--- src/rtl/raster_pkg.sv ---
// raster_pkg
// Shared types and helpers for the rasteriser front end.
//   COORD_W      : width of one coordinate component
//   coord_t      : one unsigned coordinate
//   vertex_t     : packed vertex, index with VX / VY / VZ
//   scan_state_t : scanner FSM states
//   min3 / max3  : unsigned minimum / maximum of three coordinates
package raster_pkg;

  localparam int COORD_W = 9;

  localparam int VX = 2;
  localparam int VY = 1;
  localparam int VZ = 0;

  typedef logic [COORD_W-1:0] coord_t;
  typedef logic [2:0][COORD_W-1:0] vertex_t;

  typedef enum logic [1:0] {
    IDLE = 2'd0,
    BBOX = 2'd1,
    SCAN = 2'd2
  } scan_state_t;

  function automatic coord_t min3(input coord_t a, input coord_t b, input coord_t c);
    coord_t m;
    m = (a < b) ? a : b;
    return (c < m) ? c : m;
  endfunction

  function automatic coord_t max3(input coord_t a, input coord_t b, input coord_t c);
    coord_t m;
    m = (a > b) ? a : b;
    return (c > m) ? c : m;
  endfunction

endpackage

--- src/rtl/tri_bbox.sv ---
// tri_bbox
// Combinational screen-clamped bounding box of one triangle.
// Ports:
//   v1_in, v2_in, v3_in : vertices, [VX]=x, [VY]=y, [VZ]=depth (unsigned)
//   xmin_out, xmax_out  : horizontal extent, xmax clamped to SCREEN_W-1
//   ymin_out, ymax_out  : vertical extent, ymax clamped to SCREEN_H-1
//   empty_out           : box lies entirely off the right or bottom edge
module tri_bbox
  import raster_pkg::*;
#(
  parameter int SCREEN_W = 320,
  parameter int SCREEN_H = 240
) (
  input  logic [2:0][COORD_W-1:0] v1_in,
  input  logic [2:0][COORD_W-1:0] v2_in,
  input  logic [2:0][COORD_W-1:0] v3_in,
  output logic [COORD_W-1:0]      xmin_out,
  output logic [COORD_W-1:0]      xmax_out,
  output logic [COORD_W-1:0]      ymin_out,
  output logic [COORD_W-1:0]      ymax_out,
  output logic                    empty_out
);

  localparam coord_t X_LAST = coord_t'(SCREEN_W - 1);
  localparam coord_t Y_LAST = coord_t'(SCREEN_H - 1);

  coord_t xmin_raw;
  coord_t xmax_raw;
  coord_t ymin_raw;
  coord_t ymax_raw;

  // Depth plays no part in the box; it is only reduced here so the
  // otherwise idle bits of the vertex ports are visibly accounted for.
  logic depth_unused;
  assign depth_unused = ^{v1_in[VZ], v2_in[VZ], v3_in[VZ]};

  // Coordinates are unsigned, so only the far edges need clamping. A box
  // whose minimum is already past the far edge has nothing on screen.
  always_comb begin
    xmin_raw  = min3(v1_in[VX], v2_in[VX], v3_in[VX]);
    xmax_raw  = max3(v1_in[VX], v2_in[VX], v3_in[VX]);
    ymin_raw  = min3(v1_in[VY], v2_in[VY], v3_in[VY]);
    ymax_raw  = max3(v1_in[VY], v2_in[VY], v3_in[VY]);
    xmin_out  = xmin_raw;
    ymin_out  = ymin_raw;
    xmax_out  = (xmax_raw > X_LAST) ? X_LAST : xmax_raw;
    ymax_out  = (ymax_raw > Y_LAST) ? Y_LAST : ymax_raw;
    empty_out = (xmin_raw > X_LAST) || (ymin_raw > Y_LAST);
  end

endmodule

--- src/rtl/tri_bbox_scanner.sv ---
// tri_bbox_scanner
// Accepts one triangle, finds its clamped bounding box and walks every pixel
// of the box in raster order (y outer, x inner), one pixel per handshake.
// Ports:
//   clk_in, rst_in         : clock, synchronous active-high reset
//   tri_valid_in           : triangle offered on v*_in
//   tri_ready_out          : scanner idle and able to take a triangle
//   v1_in, v2_in, v3_in    : incoming vertices
//   pix_ready_in           : downstream takes the current pixel
//   pix_valid_out          : x_out / y_out / v*_out describe a pixel
//   x_out, y_out           : pixel position
//   v1_out, v2_out, v3_out : latched vertices, stable for the whole scan
//   last_out               : current pixel is the final one of the box
//   busy_out               : scanner is not idle
module tri_bbox_scanner
  import raster_pkg::*;
#(
  parameter int SCREEN_W = 320,
  parameter int SCREEN_H = 240
) (
  input  logic                    clk_in,
  input  logic                    rst_in,
  input  logic                    tri_valid_in,
  output logic                    tri_ready_out,
  input  logic [2:0][COORD_W-1:0] v1_in,
  input  logic [2:0][COORD_W-1:0] v2_in,
  input  logic [2:0][COORD_W-1:0] v3_in,
  input  logic                    pix_ready_in,
  output logic                    pix_valid_out,
  output logic [COORD_W-1:0]      x_out,
  output logic [COORD_W-1:0]      y_out,
  output logic [2:0][COORD_W-1:0] v1_out,
  output logic [2:0][COORD_W-1:0] v2_out,
  output logic [2:0][COORD_W-1:0] v3_out,
  output logic                    last_out,
  output logic                    busy_out
);

  scan_state_t state_q, state_d;
  vertex_t     v1_q, v1_d, v2_q, v2_d, v3_q, v3_d;
  coord_t      x_q, x_d, y_q, y_d;
  logic        pix_valid_q, pix_valid_d;
  logic        last_q, last_d;
  coord_t      xmin_q, xmin_d, xmax_q, xmax_d;
  coord_t      ymin_q, ymin_d, ymax_q, ymax_d;
  logic        empty_q, empty_d;

  coord_t      bb_xmin, bb_xmax, bb_ymin, bb_ymax;
  logic        bb_empty;

  tri_bbox #(
    .SCREEN_W (SCREEN_W),
    .SCREEN_H (SCREEN_H)
  ) u_bbox (
    .v1_in     (v1_q),
    .v2_in     (v2_q),
    .v3_in     (v3_q),
    .xmin_out  (bb_xmin),
    .xmax_out  (bb_xmax),
    .ymin_out  (bb_ymin),
    .ymax_out  (bb_ymax),
    .empty_out (bb_empty)
  );

  // Next-state logic. The box is captured into registers during BBOX so the
  // min/max/clamp tree never sits in front of the scan counters. SCAN opens
  // with one cycle where pix_valid is still low: that cycle either drops an
  // empty box straight back to IDLE or loads the first pixel. Once a pixel
  // is valid, pix_valid only falls again after the final handshake, so a
  // low pix_valid inside SCAN always means "opening cycle".
  always_comb begin
    state_d     = state_q;
    v1_d        = v1_q;
    v2_d        = v2_q;
    v3_d        = v3_q;
    x_d         = x_q;
    y_d         = y_q;
    pix_valid_d = pix_valid_q;
    xmin_d      = xmin_q;
    xmax_d      = xmax_q;
    ymin_d      = ymin_q;
    ymax_d      = ymax_q;
    empty_d     = empty_q;

    unique case (state_q)
      IDLE: begin
        if (tri_valid_in) begin
          v1_d    = v1_in;
          v2_d    = v2_in;
          v3_d    = v3_in;
          state_d = BBOX;
        end
      end

      BBOX: begin
        xmin_d  = bb_xmin;
        xmax_d  = bb_xmax;
        ymin_d  = bb_ymin;
        ymax_d  = bb_ymax;
        empty_d = bb_empty;
        state_d = SCAN;
      end

      SCAN: begin
        if (!pix_valid_q) begin
          if (empty_q) begin
            state_d = IDLE;
          end else begin
            x_d         = xmin_q;
            y_d         = ymin_q;
            pix_valid_d = 1'b1;
          end
        end else if (pix_ready_in) begin
          if (x_q < xmax_q) begin
            x_d = x_q + coord_t'(1);
          end else if (y_q < ymax_q) begin
            x_d = xmin_q;
            y_d = y_q + coord_t'(1);
          end else begin
            pix_valid_d = 1'b0;
            state_d     = IDLE;
          end
        end
      end

      default: begin
        state_d     = IDLE;
        pix_valid_d = 1'b0;
      end
    endcase

    last_d = pix_valid_d && (x_d == xmax_q) && (y_d == ymax_q);
  end

  // State and datapath registers; reset clears everything, which also
  // abandons any scan in progress together with its latched triangle.
  always_ff @(posedge clk_in) begin
    if (rst_in) begin
      state_q     <= IDLE;
      v1_q        <= '0;
      v2_q        <= '0;
      v3_q        <= '0;
      x_q         <= '0;
      y_q         <= '0;
      pix_valid_q <= 1'b0;
      last_q      <= 1'b0;
      xmin_q      <= '0;
      xmax_q      <= '0;
      ymin_q      <= '0;
      ymax_q      <= '0;
      empty_q     <= 1'b0;
    end else begin
      state_q     <= state_d;
      v1_q        <= v1_d;
      v2_q        <= v2_d;
      v3_q        <= v3_d;
      x_q         <= x_d;
      y_q         <= y_d;
      pix_valid_q <= pix_valid_d;
      last_q      <= last_d;
      xmin_q      <= xmin_d;
      xmax_q      <= xmax_d;
      ymin_q      <= ymin_d;
      ymax_q      <= ymax_d;
      empty_q     <= empty_d;
    end
  end

  assign tri_ready_out = (state_q == IDLE);
  assign busy_out      = (state_q != IDLE);
  assign pix_valid_out = pix_valid_q;
  assign last_out      = last_q;
  assign x_out         = x_q;
  assign y_out         = y_q;
  assign v1_out        = v1_q;
  assign v2_out        = v2_q;
  assign v3_out        = v3_q;

endmodule

--- config.mk ---
export PLATFORM = sky130hd
export DESIGN_NAME = tri_bbox_scanner
export DESIGN_NICKNAME = d
export VERILOG_FILES = /design/src/rtl/raster_pkg.sv /design/src/rtl/tri_bbox.sv /design/src/rtl/tri_bbox_scanner.sv
export SDC_FILE = /design/constraint.sdc
export NUM_CORES = 1
export LEC_CHECK = 0
export CAP_MARGIN = 20
export CORE_ASPECT_RATIO = 1.1
export CORE_UTILIZATION = 53
export DETAILED_ROUTE_END_ITERATION = 12
export GPL_ROUTABILITY_DRIVEN = 0
export PLACE_DENSITY_LB_ADDON = 0.25
export SLEW_MARGIN = 10
export SYNTH_ARGS = -nofsm -noshare
export SYNTH_HDL_FRONTEND = slang
export SYNTH_SLANG_ARGS = --single-unit
--- constraint.sdc ---
create_clock -name clk_in -period 5.5 [get_ports clk_in]
set_input_delay 1.1 -clock clk_in [delete_from_list [all_inputs] [get_ports clk_in]]
set_output_delay 1.1 -clock clk_in [all_outputs]
set_load 0.1 [all_outputs]
# After elaboration in Yosys (flattened, before gate mapping)
# Cells that the tools add are included.
op_classes:
  add_sub_neg: 2
  n_lt_le_gt_ge: 14
  n_eq_ne: 9
  n_mux: 35
  reduce_logical: 8
ops:
  columns: ["op", "count"]
  rows:
  - ["$mux 9", 22]
  - ["$lt 9x9->1", 6]
  - ["$gt 9x9->1", 4]
  - ["$add 9x1->9 const B", 2]
  - ["$eq 9x9->1", 2]
  - ["$gt 9x8->1 const B", 2]
  - ["$gt 9x9->1 const B", 2]
  - ["$mux 2", 6]
  - ["$ne 3x3->1 const B", 4]
  - ["$pmux 2 s3", 1]
  - ["$mux 1", 5]
  - ["$reduce_and 5->1", 1]
  - ["$eq 2x1->1 const B", 1]
  - ["$eq 2x2->1 const B", 1]
  - ["$logic_and 1x1->1", 2]
  - ["$logic_not 2->1", 1]
  - ["$ne 2x2->1 const B", 1]
  - ["$pmux 1 s2", 1]
  - ["$reduce_and 2->1", 1]
  - ["$reduce_bool 2->1", 1]
  - ["$reduce_or 2->1", 1]
  - ["$logic_or 1x1->1", 1]
word_totals:
  ff_bits: 140
  input_bits: 85
  output_inout_bits: 103
  elab_cells: 87

# Logic depth before layout (Yosys ltp)
depth:
  ltp_word: 9
  depth_mapped: 21

# Cells and area by module
# Synthesis repeated with hierarchy kept, for this count alone.
hier_totals:
  cells_unflattened: 1300
  area_unflattened_um2: 9481.6
by_module_without_submodules:
  columns: ["module", "instances", "cells_per_inst", "area_per_inst_um2"]
  rows:
  - ["tri_bbox_scanner", 1, 958, 7119.3]
  - ["tri_bbox", 1, 342, 2362.3]

# Worst setup path before layout
# No wires, ideal clock.
synth_path:
  kind: "reg-to-reg"
  from: "reg v2_q (netlist bit v2_out[24])"
  to: "reg xmax_q[0]"
  setup_time_ns: 0.142
  arrival_time_ns: 4.907
  required_ns: 5.358
  setup_slack_ns: 0.450
  path_stages_with_launch: 20
  n_path_buf: 1
  cell_sequence: "dfxtp_1 -> inv_1 -> ha_1 -> a21o_1 -> a21o_1 -> a211oi_1 -> o21ai_1 -> nand2_1 -> mux2i_1 -> ha_1 -> nor2b_1 -> o21a_1 -> o21a_1 -> o21ai_0 -> a21oi_1 -> nor2_1 -> clkbuf_1 -> o21ai_0 -> a22oi_1 -> a211oi_1"
synth_via:
  elab_chain_cells: 6
synth_lines:
  columns: ["item", "line_no", "rtl"]
  rows:
  - ["from (decl)", "tri_bbox_scanner.sv:40", "vertex_t v1_q, v1_d, v2_q, v2_d, v3_q, v3_d;"]
  - ["from (signal assigned)", "tri_bbox_scanner.sv:155", "v2_q <= v2_d;"]
  - ["$gt 9x9->1", "raster_pkg.sv:33", "m = (a > b) ? a : b;"]
  - ["$mux 9 (*)", "raster_pkg.sv:33", null]
  - ["$gt 9x9->1", "raster_pkg.sv:34", "return (c > m) ? c : m;"]
  - ["$mux 9 (*)", "raster_pkg.sv:34", null]
  - ["$gt 9x9->1", "tri_bbox.sv:46", "xmax_out = (xmax_raw > X_LAST) ? X_LAST : xmax_raw;"]
  - ["$mux 9 (*)", "tri_bbox.sv:46", null]
  - ["to (signal assigned)", "tri_bbox_scanner.sv:162", "xmax_q <= xmax_d;"]
  - ["to (decl)", "tri_bbox_scanner.sv:44", "coord_t xmin_q, xmin_d, xmax_q, xmax_d;"]
# Every way passes the cells marked *; elsewhere a longest branch is shown, timed or not.
# A chain may end at the register's enable or synchronous reset.

# Worst setup path after layout
layout_path:
  from: "reg v2_q (netlist bit v2_out[24])"
  to: "reg xmax_q[1]"
# Same word-level chain as after synthesis.

==> reports/results.tsv <==
metric	value	unit
Power Dens Cells	355	nW/um^2
Worst-Skew Late Latency	0.42	ns
DRT Pass-1 Iters	10	
fmax	205	MHz
synthesized net count	1358	
GRT overflow	0	
max cap viols	0	
CTS Buf Count	17	
site row count	50	
Post-route DRC	0	
drt via density	6.06	
leakage power total	4.53	nW
total wire length	29000	um
Worst setup SP type	flop	
Synth warnings	0	
Post-Synth XOR/XNOR Area	0.00478	
slack of the critical path	0.625	ns
multiplexer area fraction after synthesis	0.0475	
largest net degree at the start of global routing	95	
# port buffers	187	
htree depth	4	
number of DRC markers in iteration 0	965	
Setup CP Type	reg -> reg	
post-synthesis cell count	1203	
area leader, netlist	dfxtp_1	
full die area	17800	um^2
Rel. slew slack	0.268	
top post-synthesis cells by area	dfxtp_1 31%, ha_1 9.6%, nand2_1 9.5%, a21oi_1 9.0%, mux2i_1 4.3%	
clock transition at the registers of the reported paths	0.06	ns
clock tree buffer depth	2	
Root Driver	clkbuf_16	
setup tns final	0	ns
width of the die	127	um
Initial Util	0.541	
Slew @ Worst Pin	1.09	ns
Hold Path Depth	2	
total core area	17000	um^2
fin crit share	0.886	
setup repair after global routing missed its margin	false	
Post-synth ARST share	0	
Post-Synth Adder-Cell Area	0.0955	
Antenna Nets Post-Route	0	
Mean Syn Cell Area	7.62	um^2
Post-synth top cells	233 x nand2_1, 165 x a21oi_1, 140 x dfxtp_1	
Synth Flop Type	dfxtp_1	
synth unique cells	84	
P&R area growth vs syn	28.7	%
HPWL after detailed placement	20600	um
Worst Hold Class	reg -> reg	
min-delay src	v2_out[3]$_SDFFE_PP0P_	
worst endpoint data arrival time	5.15	ns
final hold viol count	0	
gr usage total	0.329	
Hold Path Sink	v2_out[3]$_SDFFE_PP0P_	
first-pass GRT wire length	46900	um
max-slew violations	0	
Finish-stage setup viols	0	
dpl ws	0.530	ns
final net count	1508	
Synth Area in Simple Gates	0.229	
layout cell share with drive strength beyond 1	0.0520	
most numerous cell in the Yosys netlist	nand2_1	
FF-to-FF End	xmax_q[1]$_SDFFE_PP0P_	
synthesized cell area	9170	um^2
maximum vdd ir drop	217	uV
R2R Path Start	v2_out[24]$_SDFFE_PP0P_	
post-synthesis sequential area ratio	0.306	
Die Y	140	um
WP data required	5.77	ns
nature of the critical path endpoint	flop	
complex-gate fraction of the synthesized area	0.262	
initial antenna violation count	0	
wire per inst	18.1	um
Post-synth EDFFs	0	
vias in the first global route	9087	
Final min period	4.88	ns
Synth Register Bits	140	
Synth top area share	0.306	
num ports	188	
Setup Skew	0.00952	ns
R2R Setup Slk	0.62	ns
status	finished clean	
Vias	9693	
n_diodes	0	
CTS sink count	140	
reg2reg path depth	18	
CTS tree	yes	
CP Max Fanout	18	
main combinational cell family by area after synthesis	compound AO/OA/AOI/OAI gates	
timing repair:
action                                  in CTS  in global routing
gates resized for setup                      0                  1
endpoints found under the setup margin       0                  6
hold buffers                                 0                  0
setup buffers                                0                  0
power by group:
group / switching [W] / internal, W / total [W]
clock network: 0.000462 / 0.000819 / 0.00128
logic: 0.00113 / 0.000571 / 0.00170
registers: 0.000120 / 0.00109 / 0.00121
total: 0.00171 / 0.00248 / 0.00418
cell type report:
type,count,area [um^2]
Sequential cell,140,2800
Multi-Input combinational cell,939,5870
Inverter,55,206
Fill cell,1405,5150
Timing Repair Buffer,200,1980
Tap cell,234,293
Clock buffer,18,439
Clock inverter,13,213
worst max path at each step:
stage,from,end,cells past startpoint
5_1_grt,v2_out[24]$_SDFFE_PP0P_,xmax_q[1]$_SDFFE_PP0P_,18
6_report,v2_out[24]$_SDFFE_PP0P_,xmax_q[1]$_SDFFE_PP0P_,18
2_1_floorplan,v2_out[24]$_SDFFE_PP0P_,xmax_q[0]$_SDFFE_PP0P_,19
4_1_cts,v2_out[24]$_SDFFE_PP0P_,xmax_q[1]$_SDFFE_PP0P_,18
3_5_place_dp,v2_out[24]$_SDFFE_PP0P_,xmax_q[5]$_SDFFE_PP0P_,18
3_3_place_gp,v2_out[24]$_SDFFE_PP0P_,xmax_q[2]$_SDFFE_PP0P_,18
cells by family (layout without fill, tap and decap cells):
family                     Yosys count  count (layout)
AOI/OAI and AO/OA                  373             373
xor gates and xnor gates             5               5
adders and majority gates           70              70
buffers and inverters              124             286
DFF                                140             140
muxes                               43              43
and+or+nand+nor                    448             448
layer usage:
metal | track usage | share of wire | vias to the layer above
met4 | 0.150 | 0.037 | 0
li1 | - | - | 4635
met3 | 0.0821 | 0.095 | 85
met2 | 0.517 | 0.45 | 537
met1 | 0.424 | 0.42 | 4436
met5 | 0 | 0 | -
metrics by stage:
| stage | cells | utilization | cell area (um^2) | hold slack (ns) | total power [W] |
|---|---|---|---|---|---|
| floorplan | 1203 | - | 9170 | 0.432 | 0.00249 |
| global placement | 1567 | 0.656 | 11100 | 0.441 | 0.00286 |
| detailed placement | 1567 | 0.656 | 11100 | 0.446 | 0.00288 |
| CTS | 1598 | 0.695 | 11800 | 0.453 | 0.00417 |
| global route | 1599 | 0.696 | 11800 | 0.471 | 0.00439 |
| finish | 1599 | 0.696 | 11800 | 0.453 | 0.00418 |
worst max-delay path, stage by stage, from the launching register on:
cell and delay, ns:
dfxtp_1 0.37, inv_1 0.10, ha_1 0.30, a21o_1 0.18
a21o_1 0.18, a211oi_1 0.36, o21ai_1 0.24, nand2_1 0.41
mux2i_1 0.32, ha_1 0.29, nor2b_1 0.13, o21a_1 0.16
o21a_1 0.16, o21ai_0 0.13, a21oi_1 0.12, nor2_2 0.43
o21ai_0 0.23, a22oi_1 0.46, a211oi_1 0.15
placed cells by master (no fill, tap or decap), drive strengths merged, types with 13 or more instances in the layout:
cell type      netlist  layout
a211oi              17      17
a21o                25      25
a21oi              166     166
buf                 16      14
clkbuf              53      18
clkdlybuf4s50        0     186
dfxtp              140     140
ha                  70      70
inv                 55      59
mux2i               39      39
nand2              234     234
nand2b              18      18
nand3               19      19
nand4               13      13
nor2                69      69
nor3                22      22
o211ai              15      15
o21ai               49      49
o22ai               14      14
or3                 17      17
sequential cells by signal (all words and copies together) (netlist names):
| register | flops |
|---|---|
| v1_out | 27 |
| x_out | 9 |
| v3_out | 27 |
| pix_valid_out | 1 |
| state_q | 2 |
| xmax_q | 9 |
| empty_q | 1 |
| ymax_q | 9 |
| xmin_q | 9 |
| last_out | 1 |
| ymin_q | 9 |
| y_out | 9 |
| v2_out | 27 |
No activity file was read; power rests on OpenSTA's default activity.
